### src/rtl/cgra_config_sequencer.sv
// cgra_config_sequencer: drives a CGRA through reset, config load, settle and run phases.
module cgra_config_sequencer #(
  parameter int unsigned ADDR_W        = 32,
  parameter int unsigned DATA_W        = 32,
  parameter int unsigned RESET_CYCLES  = 3,
  parameter int unsigned SETTLE_CYCLES = 4,
  parameter int unsigned RUN_CYCLES    = 10000
) (
  input  logic              clk_in,
  input  logic              reset_in,
  input  logic              start,
  input  logic              abort,
  input  logic              cfg_valid,
  output logic              cfg_ready,
  input  logic [ADDR_W-1:0] cfg_addr,
  input  logic [DATA_W-1:0] cfg_data,
  input  logic              cfg_last,
  output logic [ADDR_W-1:0] config_addr_out,
  output logic [DATA_W-1:0] config_data_out,
  output logic              cgra_reset_out,
  output logic              run_en,
  output logic              busy,
  output logic              config_done,
  output logic              run_done,
  output logic [15:0]       word_count
);
  typedef enum logic [2:0] {S_IDLE, S_RST, S_LOAD, S_SETTLE, S_RUN, S_DONE} state_e;
  state_e state_q, state_d;
  logic [31:0] cnt_q, cnt_d;
  logic [15:0] wc_q, wc_d;
  logic cdone_q, cdone_d;
  logic [ADDR_W-1:0] addr_q, addr_d;
  logic [DATA_W-1:0] data_q, data_d;
  logic ready_q, rst_out_q, run_q, busy_q, rdone_q;
  logic hs;
  assign hs = cfg_valid & ready_q;
  always_comb begin
    state_d = state_q;
    cnt_d = cnt_q;
    wc_d = wc_q;
    cdone_d = cdone_q;
    addr_d = '0;
    data_d = '0;
    if (abort) begin
      state_d = S_IDLE;
      cnt_d = '0;
      cdone_d = 1'b0;
    end else begin
      unique case (state_q)
        S_IDLE, S_DONE: if (start) begin
          state_d = S_RST;
          cnt_d = '0;
          wc_d = '0;
          cdone_d = 1'b0;
        end
        S_RST: begin
          state_d = (cnt_q == RESET_CYCLES - 1) ? S_LOAD : S_RST;
          cnt_d = (cnt_q == RESET_CYCLES - 1) ? '0 : cnt_q + 32'd1;
        end
        S_LOAD: if (hs) begin
          addr_d = cfg_addr;
          data_d = cfg_data;
          wc_d = &wc_q ? wc_q : wc_q + 16'd1;
          state_d = cfg_last ? S_SETTLE : S_LOAD;
        end
        S_SETTLE: begin
          state_d = (cnt_q == SETTLE_CYCLES - 1) ? S_RUN : S_SETTLE;
          cnt_d = (cnt_q == SETTLE_CYCLES - 1) ? '0 : cnt_q + 32'd1;
          cdone_d = (cnt_q == SETTLE_CYCLES - 1);
        end
        S_RUN: begin
          state_d = (cnt_q == RUN_CYCLES - 1) ? S_DONE : S_RUN;
          cnt_d = (cnt_q == RUN_CYCLES - 1) ? '0 : cnt_q + 32'd1;
        end
        default: state_d = S_IDLE;
      endcase
    end
  end
  // Phase outputs are registered from the next state so they align with the state they describe.
  always_ff @(posedge clk_in or posedge reset_in) begin
    if (reset_in) begin
      state_q <= S_IDLE;
      cnt_q <= '0;
      wc_q <= '0;
      cdone_q <= 1'b0;
      addr_q <= '0;
      data_q <= '0;
      ready_q <= 1'b0;
      rst_out_q <= 1'b0;
      run_q <= 1'b0;
      busy_q <= 1'b0;
      rdone_q <= 1'b0;
    end else begin
      state_q <= state_d;
      cnt_q <= cnt_d;
      wc_q <= wc_d;
      cdone_q <= cdone_d;
      addr_q <= addr_d;
      data_q <= data_d;
      ready_q <= state_d == S_LOAD;
      rst_out_q <= state_d == S_RST;
      run_q <= state_d == S_RUN;
      busy_q <= state_d inside {S_RST, S_LOAD, S_SETTLE, S_RUN};
      rdone_q <= state_d == S_DONE;
    end
  end
  assign cfg_ready = ready_q;
  assign config_addr_out = addr_q;
  assign config_data_out = data_q;
  assign cgra_reset_out = rst_out_q;
  assign run_en = run_q;
  assign busy = busy_q;
  assign config_done = cdone_q;
  assign run_done = rdone_q;
  assign word_count = wc_q;
endmodule

### config.mk
export PLATFORM = sky130hd
export DESIGN_NAME = cgra_config_sequencer
export DESIGN_NICKNAME = d
export VERILOG_FILES = /design/src/rtl/cgra_config_sequencer.sv
export SDC_FILE = /design/constraint.sdc
export NUM_CORES = 1
export LEC_CHECK = 0
export ABC_AREA = 0
export CORE_MARGIN = 3
export CORE_UTILIZATION = 47
export DETAILED_ROUTE_END_ITERATION = 8
export PLACE_DENSITY = 0.79
export SLEW_MARGIN = 40
export SYNTH_ARGS = -nofsm -noshare
export SYNTH_HDL_FRONTEND = slang
export SYNTH_SLANG_ARGS = --single-unit
### constraint.sdc
create_clock -name clk_in -period 4.6 [get_ports clk_in]
set_input_delay 0.69 -clock clk_in [delete_from_list [all_inputs] [get_ports clk_in]]
set_output_delay 0.69 -clock clk_in [all_outputs]
set_load 0.01 [all_outputs]
# Yosys cells after proc, flatten, opt, wreduce, memory -nomap -nowiden
# Index checks and enable logic that the tools add are counted.
totals:
  ff_bits: 121
  word_cells: 69
op_classes:
  n_addsub: 2
  muxes: 27
  n_reduce_logical: 10
  n_bitwise: 2
  n_eq_ne: 17
ops:
  columns: ["op", "count"]
  rows:
  - ["32-bit two-way mux", 11]
  - ["32-bit case mux with 4 select lines", 1]
  - ["32-bit by 2-bit equality test with 1-bit output, second input constant", 2]
  - ["16-bit two-way mux", 3]
  - ["32-bit by 1-bit adder with 32-bit output, second input constant", 1]
  - ["32-bit by 14-bit equality test with 1-bit output, second input constant", 1]
  - ["16-bit case mux with 2 select lines", 1]
  - ["16-bit by 1-bit adder with 16-bit output, second input constant", 1]
  - ["16-bit AND reduction", 1]
  - ["3-bit case mux with 5 select lines", 1]
  - ["3-bit by 2-bit equality test with 1-bit output, second input constant", 4]
  - ["3-bit equality test, second input constant", 4]
  - ["3-bit two-way mux", 4]
  - ["3-bit by 1-bit equality test with 1-bit output, second input constant", 2]
  - ["2-bit inequality test, second input constant", 3]
  - ["5-bit AND reduction", 1]
  - ["5-bit nonzero test", 1]
  - ["1-bit two-way mux", 4]
  - ["2-bit AND reduction", 2]
  - ["4-bit nonzero test", 1]
  - ["3-bit logical NOT", 1]
  - ["3-bit inequality test, second input constant", 1]
  - ["3-bit nonzero test", 1]
  - ["2-bit two-way mux", 1]
  - ["5 further kinds", 5]

# Depth between registers and ports, before layout
# Gate-level depths: netlist of the first run.
logic_depth:
  depth_word: 6
  ltp_mapped: 9
  mapped_depth_nobuf: 8

# Worst setup path after synthesis of the first run
# Ideal clock, no wire load.
synth_timing:
  path_type: "input port to flip-flop"
  from: "input port abort"
  to: "register cnt_q[8]"
  slack_ns: 2.399
  path_stages: 6
  arrival_ns: 2.097
  setup_ns: 0.104
  cell_sequence: "or4b_1 -> a31oi_1 -> o311ai_2 -> and2_1 -> buf_2 -> o41ai_2"
synth_between:
  elab_chain_len: 2
  elab_cells_between_ends: 4
  cone_classes: "eq/ne (1); mux (1); reduce/logical (2)"
synth_rtl:
  columns: ["element", "line_no", "text"]
  rows:
  - ["start, declared", "12", "input logic abort,"]
  - ["3-bit inequality test (no source line) / 5-bit nonzero test (equally long branches)", null, null]
  - ["2-bit AND reduction (no source line)", null, null]
  - ["end signal, assigned", "95", "cnt_q <= cnt_d;"]
  - ["end, declared", "29", "logic [31:0] cnt_q, cnt_d;"]
# Several ways; a longest one is shown, not always the timed one.
# A chain may end at the register's enable or synchronous reset.

# Worst setup path after layout of the first run
layout_timing:
  from: "input port abort"
  to: "register wc_q[13] (netlist: word_count[13])"
layout_between:
  elab_chain_len: 2
layout_rtl:
  columns: ["element", "line_no", "text"]
  rows:
  - ["1-bit NOT (no source line)", null, null]
  - ["5-bit AND reduction (no source line)", null, null]
  - ["end signal, assigned", "96", "wc_q <= wc_d;"]
  - ["end, declared", "30", "logic [15:0] wc_q, wc_d;"]
# Every way passes these cells.

==> results.md, run 1 <==
- Total Die Area: 12500 um2
- DP Worst Slack: 1550 ps
- Final worst setup slack: between 2000 and 2500 ps
- Die X: 112 um
- Total CTS buffers: 17
- Final Hold Fails: 0
- Nets: slightly above 700
- Number of synthesized flops with an enable pin: 0
- Register area share after synthesis: 0.575
- Largest net degree at the start of global routing: 74
- Worst Hold Class: flop to flop
- TritonCTS clock tree: yes
- Syn avg cell area: roughly 11 um2
- Synth Cell Area: 5270 um2
- Worst-skew pair later-pin latency: 530 ps
- Worst Skew: between 10 and 15 ps
- Met2 Resource Use GR: 0.351
- Min-Delay Endpoint: config_done$_DFFE_PP0P_
- WL per Instance: 16.0 um
- Slew Limit Fails: 0
- Most crowded layer after global routing: met2
- Final TNS setup: 0 ps
- Die Height: about 110 um
- Port Buffers: between 150 and 200
- Cell count after placement: between 700 and 800
- Post-CTS resize count: 0
- R2r worst-path depth: 5
- Clk pin slew, worst setup/hold paths: roughly 60 ps
- CTS sink cnt: about 120
- Ys async rst share: 1.00
- Sw frac: 0.217
- GPL Wtd Cong: roughly 0.83
- Worst Hold Depth: 2
- Status: finished, final reports clean
- Total power: 0.00245 W
- Worst slew pin tran: between 700 and 800 ps
- Core Footprint: 10900 um2
- 1st-pass router iterations: 4
- Fin cells: approximately 790
- Hold Startpoint: config_done$_DFFE_PP0P_
- M1 GR Usage: 0.239
- Setup CP Type: input pin to flop
- DR vias: 4092
- Worst path arrival time: between 2000 and 3000 ps
- Commonest non-fill, non-tap cell in the layout: clkdlybuf4s50_1
- Total GRT Usage: 0.216
- Hold buffers post-CTS: 0
- Root Driver: clkbuf_8
- Routed vias/inst: between 5 and 6
- Upper clock frequency limit: ~0.4 GHz
- Vias in the first global route: ~4.4k
- Initial core utilization: 0.484
- Peak VDD IR: 0.000294 V
- H-tree depth: 4
- Global route overflow: 0
- Total wire length: 12600 um
- Crit-path max FO: 65
- Met3 usage: 0.108
- Gate power share: 0.052
- Utilization after layout: 0.690
- Finish-stage setup viols: 0
- Maxcap violations: 0
- First-pass GRT wire length: approximately 21000 um
- Row cnt: 38
- Syn nets: 549
- Yosys warns: 0
- Syn-to-layout area delta: 42.7%
- N_diodes: 0
- DR DRC count: 0
- Top FF cell, synth: dfrtp_1
- Period utilization: 0.543
- WP data required: between 5000 and 6000 ps
- Min Tclk post-route: approximately 2500 ps
- I/O Pins: roughly 160
- Count of antenna-violating nets left after detailed routing: 0
- FF+latch count, synth: between 100 and 150
- CP endpoint kind: flop
- Worst R2R End: cnt_q[11]$_DFFE_PP0P_
- Clock network power share: 0.509
- Reg-to-reg startpoint: cnt_q[26]$_DFFE_PP0P_
- DR iter-0 viols: 218
- Int Pwr: between 0.0015 and 0.002 W
- Flop pwr share: 0.439
- PwrDens: between 300 and 400 nW/um2
- Layout cells sized above 1: 0.0866
- Switching pwr: ~0.00053 W
- Hpwl dp: a little under 9000 um
- Netlist cell types: just under 50
- Pleak: ~3.3 nW
- Most frequent cells in the layout: clkdlybuf4s50_1, dfrtp_1, and2_1
- CP Launch Type: input pin
- Longest Clk Path Bufs: 2
- Antenna violations before repair: 0
- Post-CTS Setup Bufs: 0
- RSZ-0062 raised after global routing: false
- Mapped Cells: 476
- Slew headroom: 0.474
- Reg2Reg Setup Slack: 2130 ps
Yosys cell counts (2+ instances only):
cell type | n | share of area
a21oi_1 | 8 | 0.0076
a21o_1 | 2 | 0.0028
and2_1 | 71 | 0.084
nand4_1 | 16 | 0.019
xnor2_1 | 9 | 0.015
and2b_1 | 3 | 0.0043
o31ai_1 | 2 | 0.0028
nor4_4 | 2 | 0.0081
o21ai_0 | 12 | 0.011
ha_1 | 3 | 0.0071
dfrtp_1 | 121 | 0.57
nor2_1 | 54 | 0.038
clkbuf_1 | 13 | 0.0093
a2111oi_4 | 2 | 0.010
mux2i_1 | 3 | 0.0057
and3_1 | 9 | 0.011
nand3_1 | 22 | 0.021
nor4_2 | 6 | 0.014
and4_1 | 5 | 0.0083
o21bai_1 | 2 | 0.0028
o21ai_1 | 2 | 0.0019
nand2_1 | 24 | 0.017
inv_1 | 9 | 0.0064
nor2b_1 | 4 | 0.0047
nand2b_1 | 6 | 0.0071
a211oi_1 | 2 | 0.0028
o311ai_2 | 2 | 0.0062
nor3_1 | 3 | 0.0028
buf_2 | 6 | 0.0057
nor4_1 | 5 | 0.0059
xor2_1 | 29 | 0.048
or3_1 | 2 | 0.0024
layout make-up:
type | count | area, um2
multi-input combinational | 327 | 2130
clock buffer | 20 | 435
tap | 140 | 175
clock inverter | 11 | 124
sequential | 121 | 3030
timing repair buffer | 159 | 1580
fill | 777 | 3370
inverter | 9 | 38.8
power by group through the flow:
stage	Combinational [W]	Sequential, W	Clock (W)
after global routing	0.000143	0.00108	0.00132
after CTS	0.000130	0.00108	0.00127
final	0.000128	0.00108	0.00125
after detailed placement	0.000130	0.00110	0
after floorplan	0.0000553	0.00109	0
after global placement	0.000127	0.00110	0
sequential cells by signal, summed over array words and instances (netlist names):
signal           cells
config_data_out     32
cgra_reset_out       1
config_done          1
run_en               1
busy                 1
config_addr_out     32
cnt_q               32
word_count          16
run_done             1
state_q              3
cfg_ready            1
cell families (layout without fill, tap and decap cells):
family | Yosys count | count (layout) | synth area share
adders and majority gates | 3 | 3 | 0.00713
AOI/OAI and AO/OA | 42 | 42 | 0.0641
xor gates and xnor gates | 38 | 38 | 0.0632
DFF | 121 | 121 | 0.575
buffers and inverters | 28 | 199 | 0.0214
and+or+nand+nor | 241 | 241 | 0.264
muxes | 3 | 3 | 0.00570
worst max-delay path, cell delays in order:
cell	delay, ps
clkdlybuf4s50_1	550
nor2_1	270
and4_2	250
buf_4	400
a21oi_1	190
nor4_1	330
xnor2_1	160
nor2_1	60
stage by stage:
stage	hold WS, ps	cell area [um2]
floorplan	511	5270
global placement	505	6950
detailed placement	549	6960
CTS	560	7510
global route	609	7510
finish	563	7510
per-layer routing:
layer | share of wire | up-vias | wire length [um]
met1 | 0.38 | 1968 | 4740
met3 | 0.10 | 28 | 1260
met5 | 0 | - | 0
li1 | - | 1934 | -
met2 | 0.50 | 162 | 6240
met4 | 0.026 | 0 | 326
worst max path at each step:
stage                                      from                         end  slack (ps)  depth (start not counted)
final                                     abort  word_count[13]$_DFFE_PP0P_        2100                          8
after global routing      cnt_q[22]$_DFFE_PP0P_       cnt_q[24]$_DFFE_PP0P_        1880                          5
after CTS                 cnt_q[26]$_DFFE_PP0P_       cnt_q[11]$_DFFE_PP0P_        2080                          5
after detailed placement                  abort  word_count[13]$_DFFE_PP0P_        1550                          8
after global placement                    abort  word_count[15]$_DFFE_PP0P_        1620                          8
after floorplan                        reset_in              busy$_DFF_PP0_         700                          1
No activity file was read; power rests on OpenSTA's default activity.
==> inputs of run 2 (changes only) <==
clock period = 2.41 ns   (was 4.6 ns; I/O delays follow)
==> run 2 against run 1 <==
Global-route usage decreased by 0.14 points. Sequential share of layout area decreased by 0.79 points. Die area unchanged. Non-clock buffer count increased by 16. Largest cell class unchanged. Cell count increased by 1.9%. Worst hold slack got worse by 240 ps. Clock skew decreased by 5.9 ps. Highest routed layer unchanged.
==> results.md, run 2 (same netlist as run 1, synthesis figures left out) <==
- Status: finished, final reports clean (unchanged)
- Setup CP Type: flop to flop (was input pin to flop)
- WP data required: 2800 ps (was 5010 ps)
- Total GRT Usage: 0.215 (was 0.216)
- PwrDens: 615 nW/um2 (was 326 nW/um2)
- DR vias: 4122 (was 4092)
- Slew headroom: 0.618 (was 0.474)
- Final TNS setup: 0 ps (unchanged)
- CP Launch Type: flop (was input pin)
- Longest Clk Path Bufs: 2 (unchanged)
- N_diodes: 0 (unchanged)
- Largest net degree at the start of global routing: 75 (was 74)
- RSZ-0062 raised after global routing: false (unchanged)
- Upper clock frequency limit: roughly 0.44 GHz
- Commonest non-fill, non-tap cell in the layout: clkdlybuf4s50_1 (unchanged)
- Peak VDD IR: 0.000414 V (was 0.000294 V)
- I/O Pins: 156 (unchanged)
- Syn-to-layout area delta: 45.5% (was 42.7%)
- Global route overflow: 0 (unchanged)
- Final Hold Fails: 0 (unchanged)
- Post-CTS resize count: 0 (unchanged)
- Worst slew pin tran: 573 ps (was 789 ps)
- Finish-stage setup viols: 0 (unchanged)
- Hold buffers post-CTS: 0 (unchanged)
- Crit-path max FO: 6 (was 65)
- Layout cells sized above 1: 0.109 (was 0.0866)
- Clk pin slew, worst setup/hold paths: 60 ps (about the same)
- First-pass GRT wire length: 21200 um (about the same)
- Min Tclk post-route: 2280 ps
- Total Die Area: 12500 um2 (unchanged)
- Total wire length: 12500 um (was 12600 um)
- Utilization after layout: 0.704 (was 0.690)
- Routed vias/inst: 5.14 (was 5.20)
- H-tree depth: 4 (unchanged)
- Clock network power share: 0.508 (was 0.509)
- Pleak: 3.40 nW (was 3.32 nW)
- DR DRC count: 0 (unchanged)
- WL per Instance: 15.6 um (was 16.0 um)
- Count of antenna-violating nets left after detailed routing: 0 (unchanged)
- Port Buffers: 155 (unchanged)
- Most frequent cells in the layout: clkdlybuf4s50_1, dfrtp_1, and2_1 (unchanged)
- 1st-pass router iterations: 4 (unchanged)
- Die X: 112 um (unchanged)
- Post-CTS Setup Bufs: 0 (unchanged)
- Period utilization: 0.945
- Flop pwr share: 0.436 (was 0.439)
- Row cnt: 38 (unchanged)
- Worst Hold Class: input pin to asynchronous set/reset pin (was flop to flop)
- Hpwl dp: 8990 um (was 8880 um)
- Root Driver: clkbuf_8 (unchanged)
- Initial core utilization: 0.484 (unchanged)
- CTS sink cnt: 121 (unchanged)
- Sw frac: 0.215 (was 0.217)
- Total CTS buffers: 17 (unchanged)
- Vias in the first global route: 4376 (was 4372)
- Antenna violations before repair: 0 (unchanged)
- Worst path arrival time: 2670 ps (was 2910 ps)
- Worst Skew: 6.15 ps (was 12.1 ps)
- DR iter-0 viols: 255 (was 218)
- Worst-skew pair later-pin latency: 520 ps (was 530 ps)
- Core Footprint: 10900 um2 (unchanged)
- Int Pwr: 0.00370 W (was 0.00192 W)
- CP endpoint kind: flop (unchanged)
- Switching pwr: 0.00101 W (was 0.000531 W)
- Slew Limit Fails: 0 (unchanged)
- TritonCTS clock tree: yes (unchanged)
- Gate power share: 0.057 (was 0.052)
- GPL Wtd Cong: 0.870 (was 0.834)
- Nets: 724 (was 708)
- Maxcap violations: 0 (unchanged)
- Die Height: 112 um (unchanged)
-- run 2: worst paths after layout --
| kind | endpoint | cells past startpoint | slack, ps | from |
|---|---|---|---|---|
| max reg2reg | run_done$_DFF_PP0_ | 6 | 130 | cnt_q[11]$_DFFE_PP0P_ |
| max | run_done$_DFF_PP0_ | 6 | 130 | cnt_q[11]$_DFFE_PP0P_ |
| min in group clk_in | config_addr_out[3]$_DFF_PP0_ | 2 | 400 | cfg_addr[3] |
| min | config_data_out[7]$_DFF_PP0_ | 3 | 320 | reset_in |
| max in group asynchronous | config_addr_out[31]$_DFF_PP0_ | 3 | 1600 | reset_in |
| min reg2reg | config_done$_DFFE_PP0P_ | 2 | 560 | config_done$_DFFE_PP0P_ |
-- run 2: area by class of cell --
type | instances | area [um2]
Tap cell | 140 | 175
Clock buffer | 19 | 442
Multi-Input combinational cell | 327 | 2130
Timing Repair Buffer | 175 | 1730
Clock inverter | 11 | 125
Sequential cell | 121 | 3030
Inverter | 9 | 37.5
Fill cell | 765 | 3220
-- run 2: power by group through the flow --
stage / Clock (W) / Combinational (W) / Sequential, W
6_report: 0.00239 / 0.000267 / 0.00206
5_1_grt: 0.00253 / 0.000295 / 0.00206
4_1_cts: 0.00244 / 0.000270 / 0.00205
3_5_place_dp: 0 / 0.000268 / 0.00209
3_3_place_gp: 0 / 0.000263 / 0.00209
2_1_floorplan: 0 / 0.000106 / 0.00209
-- run 2: per-stage QoR --
stage	hold slack, ps	worst slack (ps)	std cells	instance area (um2)	power (W)
floorplan	428	410	476	5270	0.00219
global placement	504	60.0	772	7090	0.00235
detailed placement	543	1.10	772	7090	0.00236
CTS	320	133	802	7660	0.00477
global route	368	20.5	802	7660	0.00488
finish	322	133	802	7660	0.00472
-- run 2: metal layers --
| metal | global-route usage | up-vias | share of wire |
|---|---|---|---|
| li1 | - | 1956 | - |
| met1 | 0.247 | 1979 | 0.38 |
| met2 | 0.348 | 164 | 0.50 |
| met3 | 0.103 | 23 | 0.10 |
| met4 | 0.0827 | 0 | 0.022 |
| met5 | 0 | - | 0 |
-- run 2: worst max-delay path, stage by stage, from the launching register on --
cell	delay [ps]
dfrtp_1	440
nor4_2	410
nand4_1	240
o31ai_2	300
o311ai_2	180
or3b_4	440
nor2b_1	140
==> inputs of run 3 (changes only) <==
PLACE_DENSITY = 0.81   (was 0.79)
==> run 3 against run 2 <==
Setup slack better by 19 ps. Power is 0.79% lower. Cell area is 0.62% lower. Critical path type unchanged. Clock power hardly changed. First-iteration DRC count down 35%. Register-to-register slack improved by 20 ps. Via count fell by 0.61%. Cell count down 0.37%. Flip-flop and latch count is the same. Critical path depth stayed put.
==> results.md, run 3 (same netlist as run 1, synthesis figures left out) <==
- Worst Skew: 11.2 ps (was 6.15 ps)
- M1 GR Usage: 0.251 (was 0.247)
- PwrDens: 614 nW/um2 (was 615 nW/um2)
- Post-CTS Setup Bufs: 0 (unchanged)
- Vias in the first global route: 4202 (was 4376)
- DR iter-0 viols: 166 (was 255)
- Met2 Resource Use GR: 0.351 (was 0.348)
- Most crowded layer after global routing: met2 (unchanged)
- Finish-stage setup viols: 0 (unchanged)
- Met3 usage: 0.0821 (was 0.103)
- Total Die Area: 12500 um2 (unchanged)
- Utilization after layout: 0.700 (was 0.704)
- DR DRC count: 0 (unchanged)
- Global route overflow: 0 (unchanged)
- Core Footprint: 10900 um2 (unchanged)
- RSZ-0062 raised after global routing: false (unchanged)
- 1st-pass router iterations: 5 (was 4)
- Largest net degree at the start of global routing: 66 (was 75)
- DR vias: 4097 (was 4122)
- Reg2Reg Setup Slack: 150 ps (was 130 ps)
- Nets: 720 (was 724)
- Post-CTS resize count: 0 (unchanged)
- Slowest stage delay, CP: 450 ps (was 440 ps)
- Total wire length: 12700 um (was 12500 um)
- Peak VDD IR: 0.000415 V (was 0.000414 V)
- Antenna violations before repair: 0 (unchanged)
- # fillers: 797 (was 765)
- Slew Limit Fails: 0 (unchanged)
- Commonest non-fill, non-tap cell in the layout: clkdlybuf4s50_1 (unchanged)
- Status: finished, final reports clean (unchanged)
- Crit path max-delay cell type: o311ai_2 (was dfrtp_1)
- N_diodes: 0 (unchanged)
- Routed vias/inst: 5.13 (was 5.14)
- Setup CP Type: flop to flop (unchanged)
- Total CTS buffers: 17 (unchanged)
- Worst slew pin tran: 599 ps (was 573 ps)
- First-pass GRT wire length: 21200 um (about the same)
- Pleak: 3.38 nW (was 3.40 nW)
- I/O Pins: 156 (unchanged)
- Hpwl dp: 9030 um (was 8990 um)
- Hold buffers post-CTS: 0 (unchanged)
- Worst Hold Class: input pin to asynchronous set/reset pin (unchanged)
- CP bufs+invs: 0 (unchanged)
- Worst path arrival time: 2650 ps (was 2670 ps)
- Fin cells: 799 (was 802)
- Initial core utilization: 0.484 (unchanged)
- Die X: 112 um (unchanged)
- Top Family by Delay on Critical Path: simple AND/OR/NAND/NOR gates (unchanged)
- Die Height: 112 um (unchanged)
- Total power: 0.00468 W (was 0.00472 W)
- Post-route cell area: 7620 um2 (was 7660 um2)
- Cell count after placement: 768 (was 772)
- Maxcap violations: 0 (unchanged)
- Min Tclk post-route: 2260 ps (was 2280 ps)
- Layout cells sized above 1: 0.0971 (was 0.109)
- Period utilization: 0.937 (was 0.945)
- Crit-path max FO: 7 (was 6)
- R2r worst-path depth: 6 (unchanged)
- GPL Wtd Cong: 0.877 (was 0.870)
- Final Hold Fails: 0 (unchanged)
- CP endpoint kind: flop (unchanged)
- Slew headroom: 0.599 (was 0.618)
- Syn-to-layout area delta: 44.6% (was 45.5%)
- Worst R2R End: cnt_q[6]$_DFFE_PP0P_ (was run_done$_DFF_PP0_)
- Total GRT Usage: 0.211 (was 0.215)
- Port Buffers: 155 (unchanged)
- Dpl cell area: 7060 um2 (was 7090 um2)
- Upper clock frequency limit: 0.443 GHz (was 0.439 GHz)
- CP Launch Type: flop (unchanged)
- WL per Instance: 15.9 um (was 15.6 um)
- Crit-path cells: nor4_2 > nand4_2 > o311ai_2 > and2_1 > o21ai_1 > a21o_1 (was nor4_2 > nand4_1 > o31ai_2 > o311ai_2 > or3b_4 > nor2b_1)
- Reg-to-reg startpoint: cnt_q[4]$_DFFE_PP0P_ (was cnt_q[11]$_DFFE_PP0P_)
- TritonCTS clock tree: yes (unchanged)
- Root Driver: clkbuf_8 (unchanged)
- WP data required: 2810 ps (was 2800 ps)
- Clk pin slew, worst setup/hold paths: 60 ps (about the same)
- H-tree depth: 4 (unchanged)
- Row cnt: 38 (unchanged)
- Most frequent cells in the layout: clkdlybuf4s50_1, dfrtp_1, and2_1 (unchanged)
- Longest Clk Path Bufs: 2 (unchanged)
- CTS sink cnt: 121 (unchanged)
- Worst-skew pair later-pin latency: 510 ps (was 520 ps)
- Count of antenna-violating nets left after detailed routing: 0 (unchanged)
-- run 3: cell types whose count changed in the layout (fill, tap and decap cells not counted), sizes merged --
cell      previous run  this run
buf                 20        16
clkbuf              19        23
clkinv               4         5
clkinvlp             6         2
-- run 3: where the power goes --
group	switching, W	total [W]	internal, W	leakage, nW
Combinational	0.000115	0.000260	0.000145	1.43
Clock	0.000849	0.00236	0.00151	0.272
Sequential	0.0000135	0.00206	0.00204	1.69
Total	0.000978	0.00468	0.00370	3.38
-- run 3: worst reg2reg max path, delay by kind of cell (launching register included) --
family / cells / cell delay, ps
compound gates: 3 / 760
simple gates: 3 / 950
flops: 1 / 440
-- run 3: worst max path at each step --
stage | cells past startpoint | endpoint | from
after floorplan | 7 | cnt_q[28]$_DFFE_PP0P_ | cnt_q[1]$_DFFE_PP0P_
after detailed placement | 6 | cnt_q[8]$_DFFE_PP0P_ | abort
after global placement | 7 | cnt_q[5]$_DFFE_PP0P_ | abort
after global routing | 6 | run_done$_DFF_PP0_ | cnt_q[11]$_DFFE_PP0P_
final | 6 | cnt_q[6]$_DFFE_PP0P_ | cnt_q[4]$_DFFE_PP0P_
after CTS | 6 | run_done$_DFF_PP0_ | cnt_q[4]$_DFFE_PP0P_
-- run 3: layout make-up --
cell class	instances	area (um2)	share of cell area
Clock buffer	23	457	0.0600
Clock inverter	8	96.3	0.0126
Inverter	9	37.5	0.00493
Multi-Input combinational cell	327	2130	0.279
Sequential cell	121	3030	0.398
Tap cell	140	175	0.0230
Timing Repair Buffer	171	1700	0.223
-- run 3: stage by stage --
stage | setup slack, ps | hold WS, ps | setup TNS (ps)
finish | 152 | 129 | 0
global route | 18.4 | 122 | 0
CTS | 145 | 113 | 0
detailed placement | -3.57 | 527 | -3.57
global placement | 95.5 | 524 | 0
floorplan | 410 | 428 | 0
-- run 3: routing by layer --
| metal | part of all wire | wire length [um] | up-vias |
|---|---|---|---|
| li1 | - | - | 1947 |
| met1 | 0.40 | 5080 | 2006 |
| met2 | 0.51 | 6520 | 138 |
| met3 | 0.081 | 1030 | 6 |
| met4 | 0.0066 | 84 | 0 |
| met5 | 0 | 0 | - |
